===== src/rtl/lbist_ctrl.sv =====
// Logic BIST sequencer: seeds the LFSR, alternates scan shift/capture windows,
// unloads the final response and checks the MISR signature against GOLDEN.
module lbist_ctrl #(
  parameter int                 CHAIN_LEN  = 32,
  parameter int                 N_PATTERNS = 1024,
  parameter int                 SIG_W      = 21,
  parameter logic [SIG_W-1:0]   GOLDEN     = '0
) (
  input  logic             clk,
  input  logic             rst_n,
  input  logic             start,
  input  logic             abort,
  input  logic [SIG_W-1:0] misr_sig,
  output logic             lfsr_seed_ld,
  output logic             lfsr_en,
  output logic             misr_clr,
  output logic             misr_en,
  output logic             scan_en,
  output logic             capture,
  output logic             busy,
  output logic             done,
  output logic             pass
);

  localparam int SC_W = $clog2(CHAIN_LEN);
  localparam int PC_W = $clog2(N_PATTERNS + 1);
  localparam logic [SC_W-1:0] SHIFT_LAST = SC_W'(CHAIN_LEN - 1);
  localparam logic [PC_W-1:0] PAT_TOTAL  = PC_W'(N_PATTERNS);

  typedef enum logic [2:0] {
    IDLE, INIT, SHIFT, CAPTURE, UNLOAD, COMPARE, DONE
  } state_t;

  state_t          state_q, state_d;
  logic [SC_W-1:0] shift_cnt_q, shift_cnt_d;
  logic [PC_W-1:0] pat_cnt_q, pat_cnt_d;
  logic            pass_q, pass_d;

  always_ff @(posedge clk or negedge rst_n) begin
    if (!rst_n) begin
      state_q     <= IDLE;
      shift_cnt_q <= '0;
      pat_cnt_q   <= '0;
      pass_q      <= 1'b0;
    end else begin
      state_q     <= state_d;
      shift_cnt_q <= shift_cnt_d;
      pat_cnt_q   <= pat_cnt_d;
      pass_q      <= pass_d;
    end
  end

  // Abort from any active state overrides the sequencing; in IDLE it only masks start.
  always_comb begin
    state_d     = state_q;
    shift_cnt_d = shift_cnt_q;
    pat_cnt_d   = pat_cnt_q;
    pass_d      = pass_q;
    if (abort && (state_q != IDLE)) begin
      state_d     = IDLE;
      shift_cnt_d = '0;
      pat_cnt_d   = '0;
      pass_d      = 1'b0;
    end else begin
      case (state_q)
        IDLE: begin
          if (start && !abort) state_d = INIT;
        end
        INIT: begin
          shift_cnt_d = '0;
          pat_cnt_d   = '0;
          pass_d      = 1'b0;
          state_d     = SHIFT;
        end
        SHIFT, UNLOAD: begin
          if (shift_cnt_q == SHIFT_LAST) begin
            shift_cnt_d = '0;
            state_d     = (state_q == SHIFT) ? CAPTURE : COMPARE;
          end else begin
            shift_cnt_d = shift_cnt_q + 1'b1;
          end
        end
        CAPTURE: begin
          pat_cnt_d = pat_cnt_q + 1'b1;
          state_d   = (pat_cnt_d == PAT_TOTAL) ? UNLOAD : SHIFT;
        end
        COMPARE: begin
          pass_d  = (misr_sig == GOLDEN);
          state_d = DONE;
        end
        DONE: begin
          if (!start) state_d = IDLE;
        end
        default: state_d = IDLE;
      endcase
    end
  end

  always_comb begin
    lfsr_seed_ld = 1'b0;
    lfsr_en      = 1'b0;
    misr_clr     = 1'b0;
    misr_en      = 1'b0;
    scan_en      = 1'b0;
    capture      = 1'b0;
    busy         = 1'b0;
    done         = 1'b0;
    pass         = 1'b0;
    case (state_q)
      INIT: begin
        lfsr_seed_ld = 1'b1;
        misr_clr     = 1'b1;
        busy         = 1'b1;
      end
      SHIFT, UNLOAD: begin
        scan_en = 1'b1;
        lfsr_en = 1'b1;
        misr_en = 1'b1;
        busy    = 1'b1;
      end
      CAPTURE: begin
        capture = 1'b1;
        busy    = 1'b1;
      end
      COMPARE: busy = 1'b1;
      DONE: begin
        done = 1'b1;
        pass = pass_q;
      end
      default: ;
    endcase
  end

endmodule


===== config.mk =====
export PLATFORM = sky130hd
export DESIGN_NAME = lbist_ctrl
export DESIGN_NICKNAME = d
export VERILOG_FILES = /design/src/rtl/lbist_ctrl.sv
export SDC_FILE = /design/constraint.sdc
export NUM_CORES = 1
export LEC_CHECK = 0
export CAP_MARGIN = 20
export CORE_MARGIN = 2
export CORE_UTILIZATION = 43
export DETAILED_ROUTE_END_ITERATION = 7
export GPL_ROUTABILITY_DRIVEN = 0
export PLACE_DENSITY = 0.81
export RECOVER_POWER = 100
export SETUP_SLACK_MARGIN = 0.4
export SLEW_MARGIN = 20
export SYNTH_ARGS = -nofsm -noshare
export SYNTH_HDL_FRONTEND = slang
export SYNTH_SLANG_ARGS = --single-unit

===== constraint.sdc =====
create_clock -name clk -period 2.3 [get_ports clk]
set_input_delay 0.46 -clock clk [delete_from_list [all_inputs] [get_ports clk]]
set_output_delay 0.46 -clock clk [all_outputs]
set_load 0.05 [all_outputs]

# Word level (Yosys, flattened, before mapping)
# Index checks and enable logic that the tools add are counted.
# op_classes
addsub	2
n_eq_ne	11
n_mux	20
n_reduce_logical	12
# op_table
cell	count
one-hot mux 11 bit (2 select lines)	1
zero test 21 bit	1
two-way mux 3 bit	6
one-hot mux 3 bit (6 select lines)	1
nonzero test 3 bit	4
adder 11 x 1 -> 11 bit (second input constant)	1
== test 11 bit (second input constant)	1
two-way mux 11 bit	1
two-way mux 5 bit	2
one-hot mux 5 bit (2 select lines)	1
== test 3 bit (second input constant)	3
inequality test 3 bit (second input constant)	3
two-way mux 1 bit	7
== test 3 x 2 -> 1 bit (second input constant)	2
adder 5 x 1 -> 5 bit (second input constant)	1
== test 5 bit (second input constant)	1
OR reduction 5 bit	1
== test 3 x 1 -> 1 bit (second input constant)	1
zero test 3 bit	1
AND reduction 3 bit	1
logical AND 1 bit	2
one-hot mux 1 bit (2 select lines)	1
OR reduction 2 bit	1
zero test 1 bit	1
# totals
register_bits	20
inputBits	25
output_inout_bits	9
word_cells	49

# Logic depth before layout (Yosys ltp)
# depth
depth_word	5
ltp_mapped	8
depth_no_buf	8

# Worst setup path after synthesis
# Ideal clock, no wire load.
# synth_path
path_type	reg2out
startpoint	reg state_q[1]
endpoint	out misr_en
arrival_ns	1.853
t_required_ns	1.840
path_slack_ns	-0.013
stages_incl_launch_ff	5
path_buffers	2
path_cell_list	dfrtp_1 -> buf_2 -> nand2b_1 -> a21oi_1 -> buf_4
# synth_via
elab_chain_cells	3
# synth_rtl
item	line	rtl
from (decl)	34	state_t state_q, state_d;
from (signal assigned)	46	state_q <= state_d;
== test 3 x 2 -> 1 bit or == test 3 bit (tied branches)	--	
OR reduction 2 bit (*)	--	
two-way mux 1 bit (*)	--	
to (decl)	17	output logic misr_en,
# Mark *: on every way between the ends. The rest lies on a longest branch, timed or not.

# Worst setup path after layout
# layout_path
startpoint	in abort
endpoint	reg shift_cnt_q[2]
# layout_via
elab_chain_cells	2
# layout_rtl
item	line	rtl
from (decl)	12	input logic abort,
logical AND 1 bit (*)	59	if (abort && (state_q != IDLE)) begin
nonzero test 3 bit (no line) or two-way mux 5 bit (tied branches)	--	
to (signal assigned)	47	shift_cnt_q <= shift_cnt_d;
to (decl)	35	logic [SC_W-1:0] shift_cnt_q, shift_cnt_d;
# Marked as above.
# A chain may end at the register's enable or synchronous reset.

==> results by stage <==
Global route:
- The global routing usage summed across all routing layers is a little over a fifth.
- The first global-routing pass estimated between 5000 and 6000 um of wire.
- The number of antenna violations at the first check in global routing is 0.
- The largest net degree at the start of global routing is 21.
- The number of global-route vias before repair is around 1400.
- The remaining global-route overflow is 0.

Die:
- The width of the die is 62.0 um.
- The floorplan step defined a die boundary enclosing between 3000 and 4000 um2.
- The area of the core is about 3300 um2.
- The initial utilization of the core area, before any placement, comes to ~44%.
- In this run the vertical extent of the chip is approximately 62 um.
- The number of placement rows is 21.
- 34 I/O pins were placed.

Yosys:
- The number of synthesized flops with an enable pin is 0.
- The mean area per synthesized cell is around 8.4 um2.
- The most common cell in the synthesized netlist is nor2_1.
- In the synthesized netlist the dominant register cell turns out to be dfrtp_1.
- For this run, the register share of the synthesized area comes to between 30 and 40%.
- By count the netlist is led by nor2_1, dfrtp_1, o21ai_0.
- The count of mapped cells out of synthesis is about 170.
- The synthesized netlist occupies a cell area of between 1000 and 1500 um2.
- The cell accounting for the most synthesized area is dfrtp_1.
- The synthesized design contains 20 register bits.
- Synthesis produced a netlist with a net count of 201.
- Yosys printed 0 warnings.
- The number of different library cells used by synthesis comes to between 40 and 50.
- Of all flip-flops after synthesis, the portion carrying an async set or reset was 100%.
- Summed over its instances, the top area cell type makes up about a third of the synthesized netlist area.
- After synthesis, the cell types taking the most area are dfrtp_1, o21ai_0, nor2_1.

Route:
- After detailed routing, the average wire length per cell comes to ~14 um.
- Wires add up to 3560 um.
- The remaining design rule violation count is 0.
- The first detailed-routing pass took 4 iterations.
- The routed via count divided by cell count is roughly 5.5.
- The via total after detailed routing is 1452.
- The detail route stage leaves a number of antenna-violating nets equal to 0.
- After the first detailed-routing iteration, the DRC count stood at 58.

Timing:
- The total setup violations reported at the end of the flow is 0.
- The final worst-path cycle share is around 89%.
- The final critical path time including I/O delays and setup is a little over 2 ns.
- The final count of hold timing violations is 0.
- Setup repair after global routing could not meet its margin everywhere.
- Derived from the worst setup path, the maximum achievable clock frequency is approximately 0.5 GHz.
- For the pin with the worst max-slew slack, the measured transition is around 1.1 ns.
- The headroom to the max-slew limit is between 20% and 30%.
- The total count of max-transition violations in the final report is 0.
- For the final database, setup skew stands at 0.00886 ns.
- Final hold analysis gives a worst-case slack of approximately 0.54 ns.
- The setup TNS after final layout is 0 ns.

Cells and area:
- The count of non-filler cells in the finished layout is around 260.
- The growth of design area from synthesis to finish is 43.8%.
- The final core utilization is a little over three fifths.
- The count of nets after finishing is around 250.
- The antenna diode count is 0.
- The share of final-layout standard cells stronger than drive strength 1 is around a quarter.

CTS:
- Counting the buffers created by CTS gives 3.
- CTS placed an instance of clkbuf_4 at the clock tree root.
- Counting every sink on the clock net gives 20.
- The total of hold buffers inserted after clock tree synthesis is 0.
- No sink is reached through more buffers than the 2 on the longest clock path.
- In this run the number of H-tree levels came out at 1.
- The clock latency at the later pin of the worst-skew pair is 0.32 ns.
- After clock tree synthesis, the clock-pin slew on the worst setup and hold paths is 0.12 ns.
- The CTS tree is done.

Power and ir drop:
- Dividing total power by cell area gives a power density of approximately 510 nW/um2.
- IR analysis of the VDD net gives a maximum drop of 410 uV.
- The total leakage power is between 0.8 and 0.9 nW.
- The design draws approximately 0.0011 W.

Worst setup path:
- The critical path goes through dlygate4sd3_1, clkbuf_1, a21oi_1, or2_2, o21ai_1, o21ai_0.
- For this design, the slowest cell found on the critical path is dlygate4sd3_1.
- The worst setup path is captured at a flip-flop.
- The data arrival time of the worst path is ~2.3 ns.
- STA classifies the critical path startpoint as an input port.
- Grouping stages by cell kind, the critical path spends the most delay in buffers and inverters.
- Data on the critical path is required at its endpoint by approximately 2.5 ns.
- The count of buffering cells on the critical path with inverters included is 2.
- The critical path in this run is classified as in2reg.
- The highest cell delay on the worst timing path is 0.67 ns.
- In this run the worst path has a maximum fanout of 10.

Placed design:
- The number of buffers inserted by port buffering is 33.
- After legalization and detailed placement, the total HPWL measured ~2400 um.
- The number of placed instances, taps included, is 244.

Outcome:
- The flow ran to the end, and the final reports show no timing, DRC or antenna violations.

Worst hold path:
- The min-delay analysis places its worst path in the category reg2reg.

Job:
- Max-cap violations in this run came to 0.
==> cell families (layout without fill, tap and decap cells) <==
group	Yosys count	in the layout	synth area share, %
AOI/OAI and AO/OA	47	47	20.7
xor gates and xnor gates	2	2	1.21
adders and majority gates	3	3	2.60
buffers and inverters	17	62	7.44
DFF	20	20	34.6
muxes	4	4	2.77
and+or+nand+nor	80	80	30.7
==> per-layer routing <==
layer	routed length, um	GRT usage (%)	vias to the layer above
li1	-	-	722
met1	1530	26.2	677
met2	1810	34.5	46
met3	169	4.14	7
met4	52	9.42	0
met5	0	0	-
==> sequential cells by signal, indices dropped and copies added (netlist names) <==
name,count
shift_cnt_q,5
pat_cnt_q,11
pass_q,1
state_q,3
==> power breakdown <==
group	internal (W)	total [W]	switching, W
combinational	0.000207	0.000409	0.000202
clock	0.0000969	0.000213	0.000116
sequential	0.000389	0.000441	0.0000524
==> area by class of cell <==
| type | instances | area, um2 |
|---|---|---|
| fillers | 268 | 1200 |
| multi-input cells | 136 | 887 |
| repair buffers | 54 | 578 |
| flip-flops and latches | 20 | 505 |
| well taps | 46 | 57.6 |
| clock buffers | 4 | 36.3 |
| inverters | 4 | 15.0 |
==> path summary, 6_finish.rpt <==
| check | from | to | slack [ns] | depth (start not counted) |
|---|---|---|---|---|
| max in group asynchronous | rst_n | pat_cnt_q[3] | 0.71 | 2 |
| worst max register to register | pat_cnt_q[0] | state_q[1] | 0.34 | 5 |
| worst min-delay path | shift_cnt_q[0] | shift_cnt_q[0] | 0.54 | 1 |
| worst min register to register | shift_cnt_q[0] | shift_cnt_q[0] | 0.54 | 1 |
| min in group asynchronous | rst_n | pass_q | 0.86 | 2 |
| worst max-delay path | abort | shift_cnt_q[2] | 0.26 | 6 |
==> what timing repair did <==
item	4_1_cts	5_1_grt
setup endpoints to repair	12	13
gates resized for setup	11	10
pin swaps	1	2
setup buffers	7	9
==> metrics by stage <==
step	area, um2	setup slack (ns)
3_3_place_gp	1880	0.287
3_5_place_dp	1880	0.209
4_1_cts	2000	0.329
5_1_grt	2080	0.181
6_report	2080	0.261
2_1_floorplan	1460	0.231
==> cell usage in the layout (no fill, tap or decap), drive strengths merged, types with 4 or more instances in the layout <==
cell	count
clkdlybuf4s50	22
inv	4
nor4	5
nand2	9
a22o	6
nand3	8
clkbuf	7
buf	27
nor2	21
and3	6
nand2b	4
nor3	4
mux2i	4
a21oi	11
o21ai	20
nand4	6
dfrtp	20
Power figures use the tool's default switching activity.
